[config.mk]
export PLATFORM = sky130hd
export DESIGN_NAME = fir_stream_source
export DESIGN_NICKNAME = d
export VERILOG_FILES = /design/src/rtl/fir_stream_pkg.sv /design/src/rtl/fir_stream_fifo.sv /design/src/rtl/fir_stream_source.sv
export SDC_FILE = /design/constraint.sdc
export NUM_CORES = 1
export LEC_CHECK = 0
export CORE_MARGIN = 4
export CORE_UTILIZATION = 42
export CTS_CLUSTER_DIAMETER = 120
export DETAILED_ROUTE_END_ITERATION = 16
export PLACE_DENSITY = 0.67
export SYNTH_ARGS = -nofsm -noshare
export SYNTH_HDL_FRONTEND = slang
export SYNTH_HIERARCHICAL = 1
export SYNTH_SLANG_ARGS = --single-unit
[constraint.sdc]
create_clock -name clk -period 3.6 [get_ports clk]
set_input_delay 1.08 -clock clk [delete_from_list [all_inputs] [get_ports clk]]
set_output_delay 1.08 -clock clk [all_outputs]
set_load 0.005 [all_outputs]
[src/rtl/fir_stream_pkg.sv]
// Shared types and constants for the FIR input stream source.
package fir_stream_pkg;

    // Stream source control states.
    typedef enum logic [1:0] {
        STREAM = 2'd0,
        FLUSH  = 2'd1,
        SWITCH = 2'd2
    } state_t;

    // Filter select encodings driven on sel.
    localparam logic [1:0] SEL_FLAT     = 2'd0;
    localparam logic [1:0] SEL_LOWPASS  = 2'd1;
    localparam logic [1:0] SEL_BANDPASS = 2'd2;
    localparam logic [1:0] SEL_HIGHPASS = 2'd3;

    // Per-beat error code: one or more samples were dropped before this beat.
    localparam logic [1:0] ERR_DROP = 2'b01;

    // Width of the zero-beat flush counter.
    localparam int unsigned FLUSH_CNT_W = 10;

endpackage

[src/rtl/fir_stream_fifo.sv]
// Synchronous sample FIFO with occupancy, full and empty flags.
// Read data is presented combinationally from the read pointer.
module fir_stream_fifo
    import fir_stream_pkg::*;
#(
    parameter int unsigned WIDTH = 12,
    parameter int unsigned DEPTH = 8
) (
    input  logic                     clk,
    input  logic                     reset_n,
    input  logic                     wr_en,
    input  logic [WIDTH-1:0]         wr_data,
    input  logic                     rd_en,
    output logic [WIDTH-1:0]         rd_data,
    output logic                     full,
    output logic                     empty,
    output logic [$clog2(DEPTH):0]   level
);

    localparam int unsigned AW = $clog2(DEPTH);
    localparam logic [AW:0] DEPTH_CNT = (AW + 1)'(DEPTH);

    logic [WIDTH-1:0] mem [DEPTH];
    logic [AW-1:0]    wr_ptr;
    logic [AW-1:0]    rd_ptr;
    logic [AW:0]      count;

    // Storage array; contents need no reset because the pointers define validity.
    always_ff @(posedge clk) begin
        if (wr_en) begin
            mem[wr_ptr] <= wr_data;
        end
    end

    // Pointer and occupancy tracking; pointers wrap naturally at DEPTH.
    always_ff @(posedge clk or negedge reset_n) begin
        if (!reset_n) begin
            wr_ptr <= '0;
            rd_ptr <= '0;
            count  <= '0;
        end else begin
            if (wr_en) begin
                wr_ptr <= wr_ptr + 1'b1;
            end
            if (rd_en) begin
                rd_ptr <= rd_ptr + 1'b1;
            end
            unique case ({wr_en, rd_en})
                2'b10:   count <= count + 1'b1;
                2'b01:   count <= count - 1'b1;
                default: count <= count;
            endcase
        end
    end

    assign rd_data = mem[rd_ptr];
    assign full    = (count == DEPTH_CNT);
    assign empty   = (count == '0);
    assign level   = count;

endmodule

[src/rtl/fir_stream_source.sv]
// Avalon-ST source feeding the FIR sink. Buffers ADC samples, drives them
// out under backpressure, and owns the filter-select handoff: a select
// change first pushes FLUSH_LEN zero beats through the FIR delay line and
// only then switches sel, so no output sample mixes two filters.
module fir_stream_source
    import fir_stream_pkg::*;
#(
    parameter int unsigned DATA_WIDTH = 12,
    parameter int unsigned FIFO_DEPTH = 8,
    parameter int unsigned FLUSH_LEN  = 64
) (
    input  logic                          clk,
    input  logic                          reset_n,
    input  logic [DATA_WIDTH-1:0]         sample_in,
    input  logic                          sample_valid,
    input  logic [1:0]                    sel_req,
    output logic [DATA_WIDTH-1:0]         ast_source_data,
    output logic                          ast_source_valid,
    input  logic                          ast_source_ready,
    output logic [1:0]                    ast_source_error,
    output logic [1:0]                    sel,
    output logic                          flushing,
    output logic [$clog2(FIFO_DEPTH):0]   fifo_level
);

    localparam logic [FLUSH_CNT_W-1:0] FLUSH_INIT = FLUSH_CNT_W'(FLUSH_LEN);
    localparam logic [FLUSH_CNT_W-1:0] FLUSH_LAST = FLUSH_CNT_W'(1);

    state_t                   state_q;
    state_t                   state_d;

    logic [DATA_WIDTH-1:0]    data_q;
    logic [1:0]               err_q;
    logic                     valid_q;
    logic [1:0]               sel_q;
    logic [1:0]               target_q;
    logic [FLUSH_CNT_W-1:0]   cnt_q;
    logic                     drop_q;

    logic [DATA_WIDTH-1:0]    fifo_rd_data;
    logic                     fifo_full;
    logic                     fifo_empty;
    logic                     fifo_wr;
    logic                     fifo_rd;

    logic                     xfer;
    logic                     can_load;
    logic                     start_flush;
    logic                     load_fifo;
    logic                     load_zero;
    logic                     cnt_dec;
    logic                     drop_set;

    fir_stream_fifo #(
        .WIDTH (DATA_WIDTH),
        .DEPTH (FIFO_DEPTH)
    ) u_fifo (
        .clk     (clk),
        .reset_n (reset_n),
        .wr_en   (fifo_wr),
        .wr_data (sample_in),
        .rd_en   (fifo_rd),
        .rd_data (fifo_rd_data),
        .full    (fifo_full),
        .empty   (fifo_empty),
        .level   (fifo_level)
    );

    assign xfer     = valid_q && ast_source_ready;
    assign can_load = !valid_q || ast_source_ready;

    // A write into a full FIFO still succeeds when a read frees a slot in
    // the same cycle; only a write with no accompanying read is dropped.
    assign fifo_rd  = load_fifo;
    assign fifo_wr  = sample_valid && (!fifo_full || fifo_rd);
    assign drop_set = sample_valid && fifo_full && !fifo_rd;

    // State register.
    always_ff @(posedge clk or negedge reset_n) begin
        if (!reset_n) begin
            state_q <= STREAM;
        end else begin
            state_q <= state_d;
        end
    end

    // Next-state and load decisions. cnt_q counts zero beats still to be
    // transferred; when the output slot frees up a new zero is loaded only
    // if at least one more transfer remains after this cycle.
    always_comb begin
        state_d     = state_q;
        start_flush = 1'b0;
        load_fifo   = 1'b0;
        load_zero   = 1'b0;
        cnt_dec     = 1'b0;
        unique case (state_q)
            STREAM: begin
                if (can_load) begin
                    if (sel_req != sel_q) begin
                        start_flush = 1'b1;
                        state_d     = FLUSH;
                    end else if (!fifo_empty) begin
                        load_fifo = 1'b1;
                    end
                end
            end
            FLUSH: begin
                cnt_dec = xfer;
                if (xfer && (cnt_q == FLUSH_LAST)) begin
                    state_d = SWITCH;
                end else if (can_load) begin
                    load_zero = 1'b1;
                end
            end
            SWITCH: begin
                state_d = STREAM;
            end
            default: begin
                state_d = STREAM;
            end
        endcase
    end

    // Output register: reloads only when empty or transferring, holds otherwise.
    always_ff @(posedge clk or negedge reset_n) begin
        if (!reset_n) begin
            valid_q <= 1'b0;
            data_q  <= '0;
            err_q   <= '0;
        end else begin
            if (load_fifo) begin
                valid_q <= 1'b1;
                data_q  <= fifo_rd_data;
                err_q   <= drop_q ? ERR_DROP : 2'b00;
            end else if (load_zero) begin
                valid_q <= 1'b1;
                data_q  <= '0;
                err_q   <= '0;
            end else if (xfer) begin
                valid_q <= 1'b0;
            end
        end
    end

    // Drop tracking: set on a lost sample, cleared by the next FIFO-sourced load.
    always_ff @(posedge clk or negedge reset_n) begin
        if (!reset_n) begin
            drop_q <= 1'b0;
        end else begin
            if (load_fifo) begin
                drop_q <= 1'b0;
            end
            if (drop_set) begin
                drop_q <= 1'b1;
            end
        end
    end

    // Flush bookkeeping and the select handoff.
    always_ff @(posedge clk or negedge reset_n) begin
        if (!reset_n) begin
            cnt_q    <= '0;
            target_q <= SEL_FLAT;
            sel_q    <= SEL_FLAT;
        end else begin
            if (start_flush) begin
                cnt_q    <= FLUSH_INIT;
                target_q <= sel_req;
            end else if (cnt_dec) begin
                cnt_q <= cnt_q - 1'b1;
            end
            if (state_q == SWITCH) begin
                sel_q <= target_q;
            end
        end
    end

    assign ast_source_data  = data_q;
    assign ast_source_valid = valid_q;
    assign ast_source_error = err_q;
    assign sel              = sel_q;
    assign flushing         = (state_q == FLUSH);

endmodule

==> results_dict.tcl <==
set metrics [dict create \
    min_from "target_q[0]" \
    postSynthCellCount 336 \
    gr-total-overflow 0 \
    peakVddDrop_v 0.000428 \
    fin_tns_setup_ps 0 \
    whs_endpoint "sel[0]" \
    rr_endpoint "u_fifo/level[2]" \
    arrival_ps 3400 \
    syn_nets 361 \
    clockPowerShare 0.328 \
    grt_util_all_layers 0.141 \
    htree_levels 4 \
    synthXorXnorAreaFrac 0.0304 \
    post_cts_buffers 0 \
    path_cells "clkdlybuf4s50_1 -> xnor2_1 -> nand2_1 -> nor3_4 -> o21a_1 -> inv_1 -> ha_1 -> xor2_1 -> ha_1 -> a21oi_1 -> xor2_1 -> nor2_1 -> xor2_1" \
    place_hpwl_um 6310 \
    clk_pin_slew_worst_paths_ps 60 \
    synth_edf_count 96 \
    drc_errors 0 \
    yosys.area_share.simple 0.0675 \
    die_w_um 125 \
    seq_power_share 0.426 \
    r2r_cells 10 \
    grt_pass1_wl_um 16700 \
    crit_path_max_fanout 2 \
    grt_max_degree 42 \
    via_per_inst 5.07 \
    p_sw_mw 1.42 \
    vias 2958 \
    slowest_stage "clkdlybuf4s50_1" \
    p_int_mw 3.83 \
    max_cap_violations 0 \
    drive_above_1_share 0.194 \
    synth.distinct_cells 40 \
    endpoint_kind "flip-flop" \
    finalWirelength_um 10300 \
    status "complete, no violations" \
    combPwrFrac 0.246 \
    async_reset_ff_frac 0.299 \
    port-buffer-count 38 \
    antenna_found_initial 0 \
    post_cts_resized 0 \
    synth_top_family_by_area "multiplexers" \
    cts-hold-fix-buffers 0 \
    dieArea_sq_um 15700 \
    cts_tree "done" \
    rsz0062_at_grt "false" \
    start_kind "primary input" \
    drt_iter0_drc 155 \
    hp-class "reg -> reg" \
    first_global_vias 3071 \
    rows 42 \
    worst_pin_slew_ps 1030 \
    synth-main-ff-cell "edfxtp_1" \
    cpMostUsedCell "xor2_1" \
    root_buffer "clkbuf_16" \
    place_congestion 0.759 \
    fin_crit_ps 3110 \
    avgSynthCellArea_sq_um 17.1 \
    drtPass1Iterations 4 \
    synth.ff_latch_count 137 \
    die_h_um 125 \
    min_period_over_period 0.863 \
    synth_compound_area_frac 0.0143 \
    synth_fa_ha_area_frac 0.0152 \
    fmax_mhz 322 \
    yosysSeqAreaShare 0.678 \
    area_growth_pct 21.7 \
    slew_viol_final 0 \
    cts_sinks 137 \
    io_pins 40 \
    rr_startpoint "u_fifo/level[2]" \
    fin_nets 425 \
    clkLatencyLatePin_ps 410 \
    crit_type "in -> reg" \
    p_per_area_nw_per_um2 749 \
    core_sq_um 13300 \
    yosys_warnings 6 \
    maxSlewHeadroom 0.313 \
    wl_per_cell_um 17.6 \
    swShare 0.270 \
    clock_path_buffers 2 \
    rrSetupSlack_ps 980 \
    p_leak_nw 2.61 \
    postRouteAntennaNets 0 \
    cts_buffers 17 \
    hold_viol 0 \
    synthesis.area_sq_um 5760 \
    required_ps 3890 \
    initial_core_util 0.432 \
    skew_ps 9.34 \
    cpPeakStageDelay_ps 500 \
    antennaDiodeCount 0 \
    setup_violations 0 \
    whs_ps 497 \
    synthMuxAreaShare 0.167 \
    whs_path_depth 1 \
]
[registers in the layout, summed over array words and instances (netlist names)]
register,cells
u_fifo/mem,96
ast_source_data,12
cnt_q,10
u_fifo/level,4
u_fifo/rd_ptr,3
u_fifo/wr_ptr,3
sel,2
state_q,2
target_q,2
ast_source_error,1
ast_source_valid,1
drop_q,1
[worst max-delay path, delay by kind of cell]
| kind | cells | cell delay [ps] |
|---|---|---|
| buffers and inverters | 2 | 560 |
| AO/OA/AOI/OAI | 2 | 310 |
| XOR/XNOR | 4 | 600 |
| adder cells (fa/ha/maj) | 2 | 410 |
| AND/OR/NAND/NOR | 3 | 420 |
[power groups by stage]
stage	sequential (mW)	clock [mW]	combinational [mW]
detailed placement	2.27	0	1.31
floorplan	2.18	0	0.969
global placement	2.26	0	1.28
finish	2.24	1.72	1.29
CTS	2.24	1.76	1.32
global route	2.28	1.84	1.44
[logic make-up (layout without fill, tap and decap cells)]
kind of cell    Yosys count  count (layout)
compound gates           10              10
xor+xnor                 20              20
fa+ha+maj                 7               7
buf+inv                  30             102
flops                   137             137
mux                      56              56
other cells               1               1
simple gates             75              75
[per-layer routing]
metal / GRT usage / wire, um / up-vias
li1: - / - / 1400
met1: 0.187 / 4690 / 1482
met2: 0.216 / 4950 / 66
met3: 0.0550 / 548 / 10
met4: 0.0446 / 98 / 0
met5: 0 / 0 / -
[final cells by class]
cell class                 count  area (sq um)
fill                        1075          6330
sequential                   137          3910
multi-input combinational    169          1720
timing repair buffer          57           518
clock buffer                  17           425
tap                          176           220
clock inverter                10           156
inverter                      18          67.6
[worst max-delay path by stage]
stage	start	endpoint	slack, ps	cells past startpoint
after floorplan	sel_req[1]	u_fifo/level[2]	9	13
after detailed placement	sel_req[0]	u_fifo/level[2]	130	13
final	sel_req[1]	u_fifo/level[2]	490	13
after global placement	sel_req[1]	u_fifo/level[2]	190	13
after global routing	sel_req[0]	u_fifo/level[2]	320	13
after CTS	sel_req[0]	u_fifo/level[2]	510	13
[cells in the mapped netlist (2+ instances only)]
cell / n / area share
nor2b_1: 5 / 0.0054
xnor2_1: 14 / 0.021
nor3_1: 7 / 0.0061
xor2_1: 6 / 0.0091
dfrtp_1: 41 / 0.18
nor2_1: 21 / 0.014
inv_1: 18 / 0.012
a21oi_1: 5 / 0.0043
nand2_1: 19 / 0.012
mux4_1: 21 / 0.096
or3_1: 2 / 0.0022
clkbuf_1: 4 / 0.0026
nand2b_1: 7 / 0.0076
ha_1: 7 / 0.015
mux2i_1: 13 / 0.023
mux4_2: 3 / 0.012
edfxtp_1: 96 / 0.50
buf_4: 2 / 0.0026
nor4_1: 3 / 0.0033
mux2_2: 19 / 0.037
buf_6: 4 / 0.0078
[stage by stage]
stage,instance area [sq um],setup slack (ps),power (mW),utilization,std cells
5_1_grt,7010,322,5.56,0.525,584
3_5_place_dp,6430,132,3.58,0.482,557
3_3_place_gp,6430,188,3.54,0.482,557
4_1_cts,7010,512,5.32,0.525,584
2_1_floorplan,5770,9.10,3.15,-,336
6_report,7010,494,5.25,0.525,584
[placed cells by master (no fill, tap or decap), types with 6 or more instances in the layout]
master           count
clkdlybuf4s50_1     37
mux2_2              19
inv_1               18
clkbuf_16           17
nor2_1              21
nand2_1             19
dfrtp_1             41
mux4_1              21
edfxtp_1            96
mux2i_1             13
xnor2_1             14
buf_4               19
ha_1                 7
xor2_1               6
nand2b_1             7
Note: power is estimated with default switching activity, not from simulation.
==> edit: new RTL, config.mk and constraints unchanged <==
Change the parameter `FIFO_DEPTH` from 8 to 16.
--- a/src/rtl/fir_stream_source.sv
+++ b/src/rtl/fir_stream_source.sv
@@ -6,7 +6,7 @@
     import fir_stream_pkg::*;
 #(
     parameter int unsigned DATA_WIDTH = 12,
-    parameter int unsigned FIFO_DEPTH = 8,
+    parameter int unsigned FIFO_DEPTH = 16,
     parameter int unsigned FLUSH_LEN  = 64
 ) (
     input  logic                          clk,
Interface: changed (resized fifo_level); port bits go from 40 to 41. The function was not compared with the original's and may differ.
==> edit against the original RTL <==
- final cell count increased by 57%
- sequential power increased by 61%
- largest power group unchanged
- via count increased by 69%
- sequential cell count increased by 99
- sequential share of layout area increased by 4.7 points
- final area increased by 62%
- setup slack got worse by 0.048 ns
- area after synthesis increased by 67%
- wire length increased by 86%
- critical path type unchanged
- power increased by 53%
- global-route usage increased by 0.95 points
- first-iteration DRC count increased to 2.5 times the old value
- critical path depth unchanged
- worst hold slack improved by 0.0091 ns
==> edit: results <==
export IMPL_dr_wl_met2_mm=9.14
export IMPL_worstSkewPairLatency_ns=0.51
export IMPL_place_area_um2=10600
export IMPL_place_inst=874
export IMPL_hpwl_mm=12.4
export IMPL_fin_skew_ns=0.0121
export IMPL_finalNonFillerCells=919
export IMPL_grtUsageTotal=0.150
export IMPL_synth_cells=536
export IMPL_numCtsBuffers=25
export IMPL_met1_length_mm=8.52
export IMPL_grt_pass1_wl_mm=30.2
export IMPL_use_met3=0.0329
export IMPL_reg2reg_depth=13
export IMPL_gp_congestion=0.827
export IMPL_grt_max_degree=52
export IMPL_synth_cell_types=42
export IMPL_routed_wl_met3_mm=1.15
export IMPL_worstSetupStartpoint="sel_req[0]"
export IMPL_synth_common_cells="192 x edfxtp_1, 44 x dfrtp_1, 38 x nand2_1"
export IMPL_cpLargestDelayFamily="buffers and inverters"
export IMPL_dp_slack_ns=-0.0299
export IMPL_drt_iter0_markers=392
export IMPL_fin_crit_sh=0.876
export IMPL_largest_reg_flops=192
export IMPL_reg2reg_to="u_fifo/level[4]"
export IMPL_finalHoldWorstSlack_ns=0.506
export IMPL_status="complete, no violations"
export IMPL_synth_edff_count=192
export IMPL_routed_via_density=5.45
export IMPL_cts_buffer_depth=3
export IMPL_worstPathMaxFanout=4
export IMPL_synth_fp_nets=565
export IMPL_io_buffers=39
export IMPL_async_flop_share=0.186
export IMPL_drive_above_1_share=0.216
export IMPL_routedWlPerCell_um=20.8
export IMPL_num_nets_final=645
export IMPL_synthTopCellsByArea="edfxtp_1 60%, dfrtp_1 11%, mux4_2 6.5%, mux4_1 5.5%, a22oi_1 1.9%"
export IMPL_grt_pass1_vias=5210
-- edit: cell types whose count changed after synthesis, sizes merged, moves of 4 or more --
cell / delta
edfxtp: +96
a22oi: +24
mux4: +24
nand2: +19
clkbuf: +15
mux2: -13
nor2: +12
ha: +4
-- edit: kinds of logic after synthesis --
family | share of synthesized area
AO/OA/AOI/OAI | 0.0288
XOR/XNOR | 0.0209
adder cells (fa/ha/maj) | 0.0143
buffers and inverters | 0.0242
flip-flops | 0.713
multiplexers | 0.142
other | 0.000389
AND/OR/NAND/NOR | 0.0571
-- edit: layout make-up --
class | count | area, um^2
sequential | 236 | 6870
multi-input combinational | 252 | 2590
fill | 1831 | 11200
tap | 285 | 357
inverter | 20 | 75.1
clock buffer | 26 | 629
timing repair buffer | 81 | 726
clock inverter | 19 | 123
-- edit: power breakdown --
group / switching, uW / total [uW] / internal [uW]
combinational: 1070 / 2110 / 1030
clock: 988 / 2330 / 1340
sequential: 275 / 3610 / 3330
total: 2340 / 8040 / 5700
